File: src/rtl/fx_ctrl_fsm.sv
// fx_ctrl_fsm: pedal front-panel control core with parameter editing and a loop record/playback sequencer
module fx_ctrl_fsm #(
  parameter int N_FX = 8,
  parameter int PARAM_W = 3,
  parameter int MAX_VAL = 7,
  parameter int SATURATE = 1,
  parameter logic [N_FX*PARAM_W-1:0] INIT_VAL = '0,
  parameter int DEPTH = 1048576,
  localparam int SEL_W = N_FX > 1 ? $clog2(N_FX) : 1,
  localparam int ADDR_W = $clog2(DEPTH)
) (
  input  logic                     i_clk,
  input  logic                     i_rst,
  input  logic                     i_init_done,
  input  logic                     i_key_up,
  input  logic                     i_key_dn,
  input  logic                     i_key_loop,
  input  logic                     i_key_mode,
  input  logic [SEL_W-1:0]         i_fx_sel,
  input  logic                     i_sample_tick,
  output logic [2:0]               o_state,
  output logic [N_FX*PARAM_W-1:0]  o_params,
  output logic [PARAM_W-1:0]       o_cur_val,
  output logic [N_FX-1:0]          o_sel_onehot,
  output logic [ADDR_W-1:0]        o_mem_addr,
  output logic                     o_mem_we,
  output logic                     o_mem_re,
  output logic [ADDR_W:0]          o_loop_len
);
  typedef enum logic [2:0] {INIT = 3'd0, PLAY = 3'd1, SET = 3'd2, REC = 3'd3, LOOP = 3'd4} state_t;
  localparam logic [PARAM_W-1:0] MAX_P = PARAM_W'(MAX_VAL);
  localparam logic [ADDR_W:0] DEPTH_L = (ADDR_W+1)'(DEPTH);
  state_t state, state_n;
  logic [PARAM_W-1:0] cur, nv;
  logic [ADDR_W-1:0] addr_n;
  logic [ADDR_W:0] len_n, len_w;
  logic step;
  assign o_state = state;
  assign o_cur_val = cur;
  assign step = i_key_up ^ i_key_dn;
  always_comb begin
    cur = '0;
    o_sel_onehot = '0;
    for (int k = 0; k < N_FX; k++) begin
      o_sel_onehot[k] = state == SET && i_fx_sel == SEL_W'(k);
      if (o_sel_onehot[k]) cur = o_params[k*PARAM_W +: PARAM_W];
    end
  end
  assign nv = i_key_up ? (cur == MAX_P ? (SATURATE != 0 ? MAX_P : '0) : cur + 1'b1)
                       : (cur == '0 ? (SATURATE != 0 ? '0 : MAX_P) : cur - 1'b1);
  always_ff @(posedge i_clk)
    if (i_rst) o_params <= INIT_VAL;
    else if (step)
      for (int k = 0; k < N_FX; k++)
        if (o_sel_onehot[k]) o_params[k*PARAM_W +: PARAM_W] <= nv;
  always_comb begin
    state_n = state;
    addr_n = o_mem_addr;
    len_n = o_loop_len;
    o_mem_we = 1'b0;
    o_mem_re = 1'b0;
    len_w = o_loop_len + (ADDR_W+1)'(i_sample_tick);
    case (state)
      INIT: state_n = i_init_done ? PLAY : INIT;
      PLAY: begin
        state_n = i_key_mode ? SET : i_key_loop ? REC : PLAY;
        if (!i_key_mode && i_key_loop) begin
          addr_n = '0;
          len_n = '0;
        end
      end
      SET: state_n = i_key_mode ? PLAY : SET;
      REC: begin
        o_mem_we = i_sample_tick;
        len_n = len_w;
        addr_n = o_mem_addr + ADDR_W'(i_sample_tick);
        // a same-cycle tick write is counted before the loop key decides LOOP vs PLAY
        if (len_w == DEPTH_L || (i_key_loop && len_w != '0)) begin
          state_n = LOOP;
          addr_n = '0;
        end else if (i_key_loop) state_n = PLAY;
      end
      LOOP: begin
        o_mem_re = i_sample_tick;
        if (i_key_loop) begin
          state_n = PLAY;
          addr_n = '0;
        end else if (i_sample_tick)
          addr_n = {1'b0, o_mem_addr} == o_loop_len - 1'b1 ? '0 : o_mem_addr + 1'b1;
      end
      default: state_n = INIT;
    endcase
  end
  always_ff @(posedge i_clk)
    if (i_rst) begin
      state <= INIT;
      o_mem_addr <= '0;
      o_loop_len <= '0;
    end else begin
      state <= state_n;
      o_mem_addr <= addr_n;
      o_loop_len <= len_n;
    end
endmodule

File: config.mk
export PLATFORM = sky130hd
export DESIGN_NAME = fx_ctrl_fsm
export DESIGN_NICKNAME = d
export VERILOG_FILES = /design/src/rtl/fx_ctrl_fsm.sv
export SDC_FILE = /design/constraint.sdc
export NUM_CORES = 1
export LEC_CHECK = 0
export BUFFER_PORTS_ARGS = -buffer_cell sky130_fd_sc_hd__buf_2
export CAP_MARGIN = 10
export CORE_MARGIN = 5
export CORE_UTILIZATION = 57
export CTS_CLUSTER_SIZE = 8
export DETAILED_ROUTE_END_ITERATION = 10
export PLACE_DENSITY = 0.83
export SLEW_MARGIN = 20
export SYNTH_ARGS = -nofsm -noshare
export SYNTH_HDL_FRONTEND = slang
export SYNTH_SLANG_ARGS = --single-unit
File: constraint.sdc
create_clock -name i_clk -period 5.6 [get_ports i_clk]
set_input_delay 1.4 -clock i_clk [delete_from_list [all_inputs] [get_ports i_clk]]
set_output_delay 1.4 -clock i_clk [all_outputs]
set_load 0.02 [all_outputs]
======== Word level (Yosys, flattened, before mapping) ========
Index checks and enable logic that the tools add are counted.
storage, ports and cells
  memory bits (read-only) ................. 0
  word-level logic and storage cells ...... 90
  input bits .............................. 11
  bits in registers ....................... 68
  memory bits (writable) .................. 0
  latch bits .............................. 0
  memories kept ........................... 0
operators by class
  add/subtract/negate cells ............... 6
  shift operators ......................... 0
  multiplexer cells ....................... 28
  bitwise operators ....................... 1
  reductions and logical operators ........ 28
  $lt $le $gt $ge ......................... 0
  $mul .................................... 0
  equality and inequality tests ........... 16
  divide/modulo/power cells ............... 0
operators by type and width
  cell                     count
  $mux W20                 5
  $pmux W20 S3             1
  $pmux W21 S2             1
  $mux W3                  13
  $add A21 B1 Y21          1
  $eq A20 B21 Y1           1
  $eq A21 B21 Y1 const B   1
  $mux W21                 1
  $reduce_bool A21 Y1      1
  $sub A21 B1 Y21 const B  1
  $add A20 B1 Y20          1
  $add A20 B1 Y20 const B  1
  $eq A3 B3 Y1 const B     6
  $reduce_and A2 Y1        9
  $pmux W3 S5              1
  $eq A3 B2 Y1 const B     4
  $logic_and A1 B1 Y1      10
  $logic_not A3 Y1         3
  $eq A3 B1 Y1 const B     2
  $mux W2                  3
  $add A3 B1 Y3 const B    1
  $mux W1                  3
  $ne A3 B3 Y1 const B     1
  $reduce_and A3 Y1        1
  other kinds (7)          7

======== Logic depth before layout (Yosys ltp) ========
  depth in word-level cells ............... 13
  depth in mapped cells ................... 14
  mapped depth without buffers ............ 13

======== Worst setup path before layout ========
Ideal clock, no wire load.
  kind .................................... input -> register
  start ................................... in i_sample_tick
  end ..................................... reg o_mem_addr[10]
  cell stages on the path ................. 14
  arrival ................................. 4.470 ns
  setup slack ............................. 1.006 ns
  path buffers ............................ 2
  setup time .............................. 0.124 ns
  path through ............................ ha_1 ha_1 and4_1 clkbuf_1 a211oi_1 a41oi_1 or3_1 nor4_1 mux2_2 clkbuf_1 a21oi_1 nor2_1 o21ai_0 o31ai_1
on the way
  cells in the longest elaborated chain, start to end .. 6
  elaborated cells between the ends (all ways) .. 10
  classes of those cells .................. 2 x add/sub; 2 x eq/ne; 2 x mux; 4 x reduce/logical
ends and longest elaborated chain
  item                  line  text
  from (decl)           20    input logic i_sample_tick,
  $add A21 B1 Y21       62    len_w = o_loop_len + (ADDR_W+1)'(i_sample_tick);
  $reduce_bool A21 Y1   78    if (len_w == DEPTH_L || (i_key_loop && len_w != '0)) begin
  $logic_and A1 B1 Y1   78
  $logic_or A1 B1 Y1    78
  $mux W20              78
  $pmux W20 S3          63    case (state)
  to (signal assigned)  101   o_mem_addr <= addr_n;
  to (decl)             25    output logic [ADDR_W-1:0] o_mem_addr,
Several ways; a longest one is shown, not always the timed one.
A chain may end at the register's enable or synchronous reset.

======== Worst setup path after layout ========
  start ................................... in i_sample_tick
  end ..................................... reg o_mem_addr[9]
The elaborated chain is that of the path after synthesis.

==> run summary <==
The run finished with clean final reports. Once placement completed, the tool counted placed cells totaling 847. The leakage power summed over all cells is 2.38 nW, and the number of flip-flops and latches in the synthesized netlist is 68. The cell accounting for the most synthesized area was sky130_fd_sc_hd__dfxtp_1. In the finished design, the share of the clock period the worst path needs comes to 88.1%. Setup violations remaining at the end of the flow were counted as 0. The vertical die dimension was 104 µm. Cell type of the slowest stage on the worst timing path: sky130_fd_sc_hd__nor4_1.

Derived from the worst setup path, the maximum achievable clock frequency is 203 MHz. After synthesis, the most frequently instantiated cells are sky130_fd_sc_hd__nor2_1 (97), sky130_fd_sc_hd__dfxtp_1 (68), sky130_fd_sc_hd__nand2_1 (67). Gates resized during post-CTS repair numbered 0.

The tools report the post-CTS setup repair buffer count as 0. Total power for the finished layout comes to 0.00105 W. The worst hold path depth is 2, and the post-layout worst setup margin is 0.668 ns. The net count of the finished layout is 771. For the minimum setup slack after placement, the log shows 0.482 ns. CTS saw 68 sinks. In the synthesized netlist the dominant register cell turns out to be sky130_fd_sc_hd__dfxtp_1. The smallest clock period supported by the final layout is computed as 4.93 ns.

The clock skew after layout was 0.00692 ns. The critical path is of the primary input to flop type. The worst setup path is captured at a flop. The run gives 0 as the final number of hold-violating endpoints. The path with the worst hold slack has its endpoint at o_params[20].

In the routed design, unresolved DRC markers number 0. No sink is reached through more buffers than the 2 on the longest clock path. Max-slew violation total from the final report: 0. Summing the sequential cell areas from Yosys gives 26.9% of the chip area. The relative area change from synthesis to final layout was 12.3%.

Dividing the synthesized area by the synthesized cell count gives 7.28 µm². The number of nets in the synthesized netlist is 717. At the end of routability-driven placement, the weighted congestion stood at 0.965. For the placed wire-length estimate after detailed placement, the log shows 11100 µm.

The launch point of the worst path is i_sample_tick. Counting flops with a built-in enable in the synthesized netlist gives 0. The first global-routing pass estimated 25300 µm of wire. Once the floorplan was initialized, standard cells occupied 58.3% of the core. The design area is 0.00569 mm².

The startpoint identified for the worst hold timing path is o_params[20]. For the worst flop-to-flop path, the logic depth is 12. For the worst setup path, the data arrival time is 5.15 ns. For this block, the via count after detailed routing is 5485. The number of buffer and inverter instances along the worst setup path was 2. Highest ir drop seen on vdd: 0.0000997 V. Setup repair after global routing left no endpoint under its margin. The initial detailed-routing violation count was 415.

At the worst endpoint, the required time is 5.82 ns. The repair_antennas step left the layout with diodes totalling 0. Cell area power density: 185 mW/mm². The later pin in the worst-skew pair is clocked with a latency of 0.36 ns.

The share of synthesized area in the top cell type comes to 26.9%. In this run the tightest slew margin relative to its limit is 31.1%. The count of buffers added on input and output ports is 91. During I/O placement, the number of pins put on the boundary was 92. Along the worst path, the maximum fanout reaches 8. The run gives 67 as the distinct cell type count of the synthesized netlist. The run gives 0.00868 mm² as the standard cell core area. The placed instances occupy a cell area of 0.00547 mm². By area the synthesized netlist is led by sky130_fd_sc_hd__dfxtp_1 (27%), sky130_fd_sc_hd__nor2_1 (7.2%), sky130_fd_sc_hd__mux2i_1 (5.3%), sky130_fd_sc_hd__a21oi_1 (5.0%), sky130_fd_sc_hd__nand2_1 (5.0%). The first TritonRoute pass finished after 5 iterations. Fraction of registers with async set or reset after synthesis: 0%. The tools report the startpoint type of the worst setup path as a primary input. The run gives 0 as the final antenna-violating net count. The most numerous cell in the Yosys netlist was sky130_fd_sc_hd__nor2_1. Cells with a size suffix above 1 make up 17.1% of the layout. For the total of max-cap violations, the log shows 0.

The number of H-tree branching levels is 3. The die is 104 µm wide. For the post-route non-filler standard cell count, the log shows 863. Summed over all failing endpoints, the final setup total negative slack is 0 ns. The startpoint identified for the worst register-to-register timing path is o_loop_len[0]. The via density per instance was 6.36; the overflow left after global routing was 0. The path class of the tightest hold or removal check is flop to flop. Global routing used 27.7% of the available tracks across all layers. The endpoint of the worst-slack reg-to-reg timing path was o_mem_addr[9]. Top cell family by delay on the critical path: simple AND/OR/NAND/NOR gates.

Dividing the detail-routed wire length by the instance count gives 17.9 µm. In this design, the stage delay of the slowest critical-path cell is 0.71 ns. The logs give 5251 for the number of global-route vias before repair and 696 for the number of instances in the synthesized netlist. Across all register-to-register paths, the minimum setup slack is 1.35 ns. The tools report the post-cts hold buffer count as 0.

The floorplan step defined a die boundary enclosing 0.0109 mm². The layout has 787 filler cells. After clock tree synthesis, the clock-pin slew on the worst setup and hold paths is 0.07 ns.

The number of cell rows was 34; the pin count of the biggest net entering global routing was 44. TritonCTS built the clock tree. Walking the worst path, the cells encountered are buf_2, ha_1, ha_1, nand4_1, nor4_1, mux2i_1, a31oi_1, nor4_1, buf_4, mux2i_1, o21ai_0, nand4_1, o311ai_0. The run gives 0 as the number of antenna violations at the first check in global routing. The clock root buffer is sky130_fd_sc_hd__clkbuf_8. The netlist area before placement was 0.00506 mm². At the pin with the least slew margin, the transition time is 1.03 ns. For this run, the number of Yosys warnings is 0. Buffers inserted during clock tree synthesis total 9.

The total wire length after detailed routing was 15400 µm.
metal layers:
layer	GRT usage (%)	part of all wire [%]	vias up	routed length, µm
li1	-	-	2634	-
met1	34.8	41	2564	6380
met2	45.6	48	233	7450
met3	4.16	6.3	54	978
met4	14.2	4.0	0	614
met5	0	0	-	0
state kept, by name, indices dropped and copies added (netlist names):
name	count
o_params	24
o_loop_len	21
o_mem_addr	20
o_state	3
power breakdown:
| group | switching (W) | total, W | internal [W] | leakage (nW) |
|---|---|---|---|---|
| sequential | 0.00000704 | 0.000493 | 0.000486 | 0.548 |
| combinational | 0.0000709 | 0.000104 | 0.0000335 | 1.72 |
| clock | 0.000203 | 0.000455 | 0.000252 | 0.111 |
tightest hold or removal path, stage by stage (launching register included):
cell	delay (ns)
sky130_fd_sc_hd__dfxtp_1	0.33
sky130_fd_sc_hd__nand2_1	0.06
sky130_fd_sc_hd__a21oi_1	0.05
per-stage QoR:
stage / hold WS (ns) / util [%]
2_1_floorplan: 0.546 / -
3_3_place_gp: 0.465 / 63.0
3_5_place_dp: 0.470 / 63.0
4_1_cts: 0.480 / 65.5
5_1_grt: 0.519 / 65.5
6_report: 0.480 / 65.5
logic make-up (layout without fill, tap and decap cells):
logic type | Yosys count | in the layout | synth area share (%)
xor gates and xnor gates | 38 | 38 | 6.57
and+or+nand+nor | 308 | 308 | 30.0
DFF | 68 | 68 | 26.9
AOI/OAI and AO/OA | 170 | 170 | 21.5
buffers and inverters | 71 | 130 | 5.83
adders and majority gates | 10 | 10 | 2.47
muxes | 31 | 31 | 6.67
final cells by class:
type	count	area [µm²]	share of cell area (%)
multi-input cells	557	3410	60.0
flip-flops and latches	68	1360	23.9
well taps	108	135	2.38
inverters	17	63.8	1.12
clock buffers	10	128	2.24
clock inverters	6	87.6	1.54
repair buffers	97	500	8.80
worst max-delay path by stage:
stage,to,slack [ns],cells after the start
after global placement,o_mem_addr[5],0.61,13
after global routing,o_mem_addr[13],0.46,13
after floorplan,o_mem_addr[10],1.01,14
after detailed placement,o_mem_addr[9],0.48,13
final,o_mem_addr[9],0.67,13
after CTS,o_mem_addr[5],0.77,13
cell usage in the layout (no fill, tap or decap), types with 9 or more instances in the layout:
cell type	Yosys	routed
sky130_fd_sc_hd__dfxtp_1	68	68
sky130_fd_sc_hd__mux2i_1	27	27
sky130_fd_sc_hd__nor2_1	97	96
sky130_fd_sc_hd__nand4_1	14	14
sky130_fd_sc_hd__nor3_1	19	19
sky130_fd_sc_hd__xor2_1	13	13
sky130_fd_sc_hd__buf_2	8	91
sky130_fd_sc_hd__inv_1	17	17
sky130_fd_sc_hd__clkbuf_8	0	9
sky130_fd_sc_hd__a21oi_1	51	51
sky130_fd_sc_hd__a31oi_1	12	12
sky130_fd_sc_hd__o21ai_0	34	34
sky130_fd_sc_hd__xnor2_1	25	25
sky130_fd_sc_hd__and2_1	9	9
sky130_fd_sc_hd__and3_1	9	9
sky130_fd_sc_hd__nand2_1	67	67
sky130_fd_sc_hd__ha_1	10	10
sky130_fd_sc_hd__nand3_1	31	31
sky130_fd_sc_hd__nor4_1	11	11
No activity file was read; power rests on OpenSTA's default activity.
